--- config.mk ---
export PLATFORM = sky130hd
export DESIGN_NAME = serial_addsub
export DESIGN_NICKNAME = d
export VERILOG_FILES = /design/src/rtl/serial_addsub.sv
export SDC_FILE = /design/constraint.sdc
export NUM_CORES = 1
export LEC_CHECK = 0
export CAP_MARGIN = 20
export CORE_ASPECT_RATIO = 0.8
export CORE_MARGIN = 10
export CORE_UTILIZATION = 25
export DETAILED_ROUTE_END_ITERATION = 12
export SYNTH_ARGS = -nofsm -noshare
export SYNTH_HDL_FRONTEND = slang
export SYNTH_SLANG_ARGS = --single-unit
export TNS_END_PERCENT = 50
--- constraint.sdc ---
create_clock -name clk -period 2.34 [get_ports clk]
set_input_delay 0.468 -clock clk [delete_from_list [all_inputs] [get_ports clk]]
set_output_delay 0.468 -clock clk [all_outputs]
set_load 0.05 [all_outputs]
--- src/rtl/serial_addsub.sv ---
// Bit-serial adder/subtractor: LSB-first, one bit per clock through a shared carry/borrow flop.
// Latency: start accepted at edge k -> done high after edge k+WIDTH; start ignored while busy.
module serial_addsub #(
  parameter int WIDTH = 8
) (
  input  logic             clk,
  input  logic             rst,
  input  logic             start,
  input  logic             mode,
  input  logic [WIDTH-1:0] a,
  input  logic [WIDTH-1:0] b,
  output logic             busy,
  output logic             done,
  output logic [WIDTH-1:0] result,
  output logic             cout
);

  localparam int CW = (WIDTH > 2) ? $clog2(WIDTH) : 1;
  localparam logic [CW-1:0] LAST = CW'(WIDTH - 1);

  typedef enum logic [1:0] {
    IDLE = 2'd0,
    RUN  = 2'd1,
    DONE = 2'd2
  } state_t;

  state_t           state_q, state_d;
  logic [WIDTH-1:0] a_q, a_d;
  logic [WIDTH-1:0] b_q, b_d;
  logic [WIDTH-1:0] res_q, res_d;
  logic             mode_q, mode_d;
  logic [CW-1:0]    cnt_q, cnt_d;
  logic             cy_q, cy_d;

  logic ai, bi, sum_bit, cy_next;

  // One-bit full adder / full subtractor on the current LSBs.
  always_comb begin
    ai      = a_q[0];
    bi      = b_q[0];
    sum_bit = ai ^ bi ^ cy_q;
    if (mode_q) begin
      cy_next = (~ai & bi) | (~(ai ^ bi) & cy_q);
    end else begin
      cy_next = (ai & bi) | ((ai ^ bi) & cy_q);
    end
  end

  always_comb begin
    state_d = state_q;
    a_d     = a_q;
    b_d     = b_q;
    res_d   = res_q;
    mode_d  = mode_q;
    cnt_d   = cnt_q;
    cy_d    = cy_q;
    case (state_q)
      IDLE: begin
        if (start) begin
          state_d = RUN;
          a_d     = a;
          b_d     = b;
          mode_d  = mode;
          cnt_d   = '0;
          cy_d    = 1'b0;
        end
      end
      RUN: begin
        // Result enters at the MSB so bit 0 lands in position 0 after WIDTH shifts.
        a_d   = a_q >> 1;
        b_d   = b_q >> 1;
        res_d = {sum_bit, res_q[WIDTH-1:1]};
        cy_d  = cy_next;
        cnt_d = cnt_q + CW'(1);
        if (cnt_q == LAST) begin
          state_d = DONE;
          cnt_d   = '0;
        end
      end
      DONE: begin
        state_d = IDLE;
      end
      default: begin
        state_d = IDLE;
      end
    endcase
  end

  always_ff @(posedge clk) begin
    if (rst) begin
      state_q <= IDLE;
      a_q     <= '0;
      b_q     <= '0;
      res_q   <= '0;
      mode_q  <= 1'b0;
      cnt_q   <= '0;
      cy_q    <= 1'b0;
    end else begin
      state_q <= state_d;
      a_q     <= a_d;
      b_q     <= b_d;
      res_q   <= res_d;
      mode_q  <= mode_d;
      cnt_q   <= cnt_d;
      cy_q    <= cy_d;
    end
  end

  // The carry/borrow flop holds the final carry after the last bit, so it doubles as cout.
  assign busy   = (state_q != IDLE);
  assign done   = (state_q == DONE);
  assign result = res_q;
  assign cout   = cy_q;

endmodule

# Word-level counts from Yosys, hierarchy flattened
# Cells that the tools add are included.
dict set report word_totals {
  latch_bits 0
  ff_bits 31
  ramBits 0
  romBits 0
  n_memories 0
}
dict set report op_classes {
  eq_ne 5
  order_cmp 0
  shift 0
  n_div 0
  n_mul 0
  n_bitwise 10
  mux 13
  addsub 1
  n_reduce_logical 6
}
# cell n
set ops {}
lappend ops {{8-bit one-hot mux with 2 select lines} 2}
lappend ops {{8-bit 2-to-1 mux} 2}
lappend ops {{3-bit 2-to-1 mux} 2}
lappend ops {{3-bit one-hot mux with 2 select lines} 1}
lappend ops {{2-bit AND reduction} 3}
lappend ops {{1-bit AND} 4}
lappend ops {{2-bit 2-to-1 mux} 2}
lappend ops {{2-bit inequality test (second input constant)} 2}
lappend ops {{2-bit one-hot mux with 2 select lines} 1}
lappend ops {{2-bit nonzero test} 2}
lappend ops {{3-bit by 1-bit adder with 3-bit output (second input constant)} 1}
lappend ops {{3-bit equality test (second input constant)} 1}
lappend ops {{2-bit by 1-bit equality test with 1-bit output (second input constant)} 1}
lappend ops {{2-bit equality test (second input constant)} 1}
lappend ops {{2-bit zero test} 1}
lappend ops {{1-bit 2-to-1 mux} 2}
lappend ops {{1-bit inverter} 2}
lappend ops {{1-bit OR} 2}
lappend ops {{1-bit one-hot mux with 2 select lines} 1}
lappend ops {{1-bit bitwise XOR} 2}

# Longest topological paths before layout
dict set report depth {
  ltp_word 6
  depth_mapped 5
  depth_no_buf 5
}

# Worst setup path after synthesis
# No wires, ideal clock.
dict set report synth_timing {
  path_type {register to output}
  from {register state_q[0]}
  to {output port done}
  path_buffers 2
  slack_ns 0.584
  arrival_time_ns 1.288
  path_stages_with_launch 4
  path_cell_list {dfxtp_1 buf_6 buf_2 nor2b_1}
}
dict set report synth_between {
  elab_chain_cells 1
}
# element line_no
set synth_rtl {}
lappend synth_rtl {{start, declared} 27} ;# state_t state_q, state_d;
lappend synth_rtl {{start signal, assigned} 99} ;# state_q <= state_d;
lappend synth_rtl {{2-bit equality test} 111} ;# assign done = (state_q == DONE);
lappend synth_rtl {{end, declared} 13} ;# output logic done,
# No other way between the ends.

# Final worst setup path
dict set report layout_timing {
  from {register cy_q, in the netlist cout}
  to {output port cout}
}
# element line_no
set layout_rtl {}
lappend layout_rtl {{start, declared} 33} ;# logic cy_q, cy_d;
lappend layout_rtl {{start signal, assigned} 105} ;# cy_q <= cy_d;
lappend layout_rtl {{end, declared} 15} ;# output logic cout
# No word-level cell between the ends.

==> results.sh <==
export IMPL_antenna_found_initial=0
export IMPL_nets=200
export IMPL_initial_utilization_pct=25.9
export IMPL_clock_skew_ns=0.00212
export IMPL_max_freq_ghz=0.511
export IMPL_rsz0062_at_grt="false"
export IMPL_drc=0
export IMPL_yosys_register_bits=31
export IMPL_final_cells=254
export IMPL_rows=24
export IMPL_viasPerCell=4.27
export IMPL_globalRouteOverflowTotal=0
export IMPL_dieHeight_um=87.4
export IMPL_track_usage_pct=7.05
export IMPL_final_antenna_net_count=0
export IMPL_grt_max_degree=30
export IMPL_worstPathArrival_ns=1.49
export IMPL_syn2layout_area_growth_pct=31.4
export IMPL_port_buffers=30
export IMPL_syn_nets=171
export IMPL_worstSetupStartpointType="register"
export IMPL_htree_levels=2
export IMPL_final_layout_size_suffix_gt1_share_pct=14.2
export IMPL_ys_seq_area_share_pct=43.8
export IMPL_synth_cell_types=28
export IMPL_setup_slack_ns=0.385
export IMPL_drv_slew=0
export IMPL_cts_hold_buf=0
export IMPL_grt_pass1_wl_um=5150
export IMPL_detailedPlace_worstSlack_ns=0.467
export IMPL_critPathRequiredTime_ns=1.87
export IMPL_vias=1084
export IMPL_path_delay_family="buffers and inverters"
export IMPL_min_path_type="register to register"
export IMPL_path_clk_slew_ns=0.06
export IMPL_setup_violations_final=0
export IMPL_clk_path_buf_depth=2
export IMPL_critPathSlowestCell="clkdlybuf4s50_1"
export IMPL_worstSetupPathType="register to primary output"
export IMPL_syn_avg_cell_area_sq_um=9.64
export IMPL_cp_end_kind="primary output"
export IMPL_crit_fanout=3
export IMPL_cts_tree="yes"
export IMPL_n_antenna_cell=0
export IMPL_p_leak_uw=0.000685
export IMPL_synth_edf_count=0
export IMPL_die_area_sq_um=9100
export IMPL_ir_drop_v=0.000257
export IMPL_ys_flop_type="dfxtp_1"
export IMPL_pin_count=31
export IMPL_root_buffer="clkbuf_8"
export IMPL_hold_violations=0
export IMPL_grt_pass1_vias=1052
export IMPL_numClockSinks=31
export IMPL_cp_cell_sequence="clkdlybuf4s50_1"
export IMPL_power_density_nw_per_um2=633
export IMPL_worst_path_buf_inv=1
export IMPL_n_fill_cell=598
export IMPL_die_w_um=104
export IMPL_fin_crit_sh_pct=83.6
export IMPL_slowest_delay_ns=0.84
export IMPL_ctsResizeCount=0
export IMPL_place_congestion=0.721
export IMPL_ys_warn_count=0
export IMPL_cts_buffers=5
export IMPL_drt_iter0_drc=37
export IMPL_slew_headroom_pct=65.2
export IMPL_setup_tns_ns=0
export IMPL_avgRoutedWirePerCell_um=12.3
export IMPL_wl_um=3130
export IMPL_insertion_delay_ns=0.27
export IMPL_maxCapViolations=0
export IMPL_async_flop_share_pct=0
export IMPL_dr_pass1_iters=4
export IMPL_placed_cells=247
export IMPL_coreArea_sq_um=5470
export IMPL_syn_cell_area_sq_um=1420
export IMPL_syn_inst=147
export IMPL_cts_setup_buffers=0
export IMPL_min_period_ns=1.96
export IMPL_status="finished, final reports clean"
export IMPL_tightest_slew_ns=0.521
export IMPL_dp_hpwl_um=2320
-- state kept, by name, indices dropped and copies added, names as in the netlist --
signal	flops
a_q	8
b_q	8
result	8
cnt_q	3
state_q	2
cout	1
mode_q	1
-- worst paths after layout --
| path | slack, ns | startpoint | depth (start not counted) | endpoint |
|---|---|---|---|---|
| setup reg to reg | 0.90 | state_q[0] | 3 | result[7] |
| hold / removal | 0.46 | result[0] | 2 | result[0] |
| setup / recovery | 0.38 | cout | 1 | cout |
| hold reg to reg | 0.46 | result[0] | 2 | result[0] |
-- placed cells by master, fill, tap and decap left out, drive strengths merged --
| cell type | instances |
|---|---|
| dfxtp | 31 |
| clkdlybuf4s50 | 28 |
| nor2 | 22 |
| mux2i | 16 |
| a211oi | 15 |
| nand2 | 14 |
| a21oi | 10 |
| clkbuf | 6 |
| buf | 6 |
| inv | 4 |
| a22oi | 3 |
| nor2b | 3 |
| nand2b | 2 |
| nor3 | 2 |
| nand3b | 2 |
| o21ai | 2 |
| fa | 2 |
| ha | 2 |
| or2 | 1 |
| o21ba | 1 |
| nor3b | 1 |
| o21bai | 1 |
| o32ai | 1 |
| clkinv | 1 |
-- worst register-to-register path, stage by stage, from the launching register on --
cell      delay [ns]
dfxtp_1         0.52
nor2b_2         0.53
nor2_1          0.08
a211oi_1        0.22
-- cell type report --
class	instances	area [sq um]	share of cell area, %
multi-input cells	100	704	37.8
inverters	4	15.0	0.806
repair buffers	34	338	18.1
clock inverters	1	5.00	0.269
clock buffers	6	82.6	4.43
flip-flops and latches	31	621	33.3
well taps	78	97.6	5.24
-- logic make-up (layout without fill, tap and decap cells) --
family | count (synthesis) | count (layout) | share of synthesized area, %
buffers and inverters | 16 | 45 | 6.53
AO/OA/AOI/OAI | 33 | 33 | 19.2
flip-flops | 31 | 31 | 43.8
AND/OR/NAND/NOR | 47 | 47 | 14.7
multiplexers | 16 | 16 | 11.3
adder cells (fa/ha/maj) | 4 | 4 | 4.59
-- through the flow --
step	hold WS [ns]	utilization, %	power (uW)	instance area [sq um]
floorplan	0.454	-	714	1420
global placement	0.447	32.5	774	1780
detailed placement	0.454	32.5	776	1780
CTS	0.464	34.1	1200	1860
global route	0.487	34.1	1230	1860
finish	0.461	34.1	1180	1860
-- report_power, final --
group	switching, uW	internal, uW	total (uW)
Clock	188	230	418
Sequential	19.2	558	577
Combinational	93.1	89.9	183
-- routing by layer --
layer | GRT usage, % | routed length, um | vias to the layer above | share of wire, %
met4 | 3.78 | 28 | 0 | 0.89
met3 | 3.48 | 237 | 2 | 7.6
met2 | 9.83 | 1340 | 23 | 43
met1 | 8.70 | 1520 | 498 | 49
li1 | - | - | 561 | -
met5 | 0 | 0 | - | 0
-- cells in the mapped netlist (2+ instances only) --
cell type  instances  area, sq um
clkbuf_1           2         7.51
a21oi_1           10         50.1
a211oi_2          10          125
nand2b_1           2         12.5
nand2_1           14         52.6
mux2i_1           16          160
nor2_1            22         82.6
ha_1               2         25.0
nor2b_1            2         12.5
inv_1              4         15.0
nor3_1             2         10.0
o21ai_0            2         10.0
fa_1               2         40.0
buf_2              4         20.0
a22oi_1            3         22.5
nand3b_1           2         15.0
a211oi_1           5         37.5
buf_6              3         33.8
dfxtp_1           31          621
No activity file was read; power rests on OpenSTA's default activity.
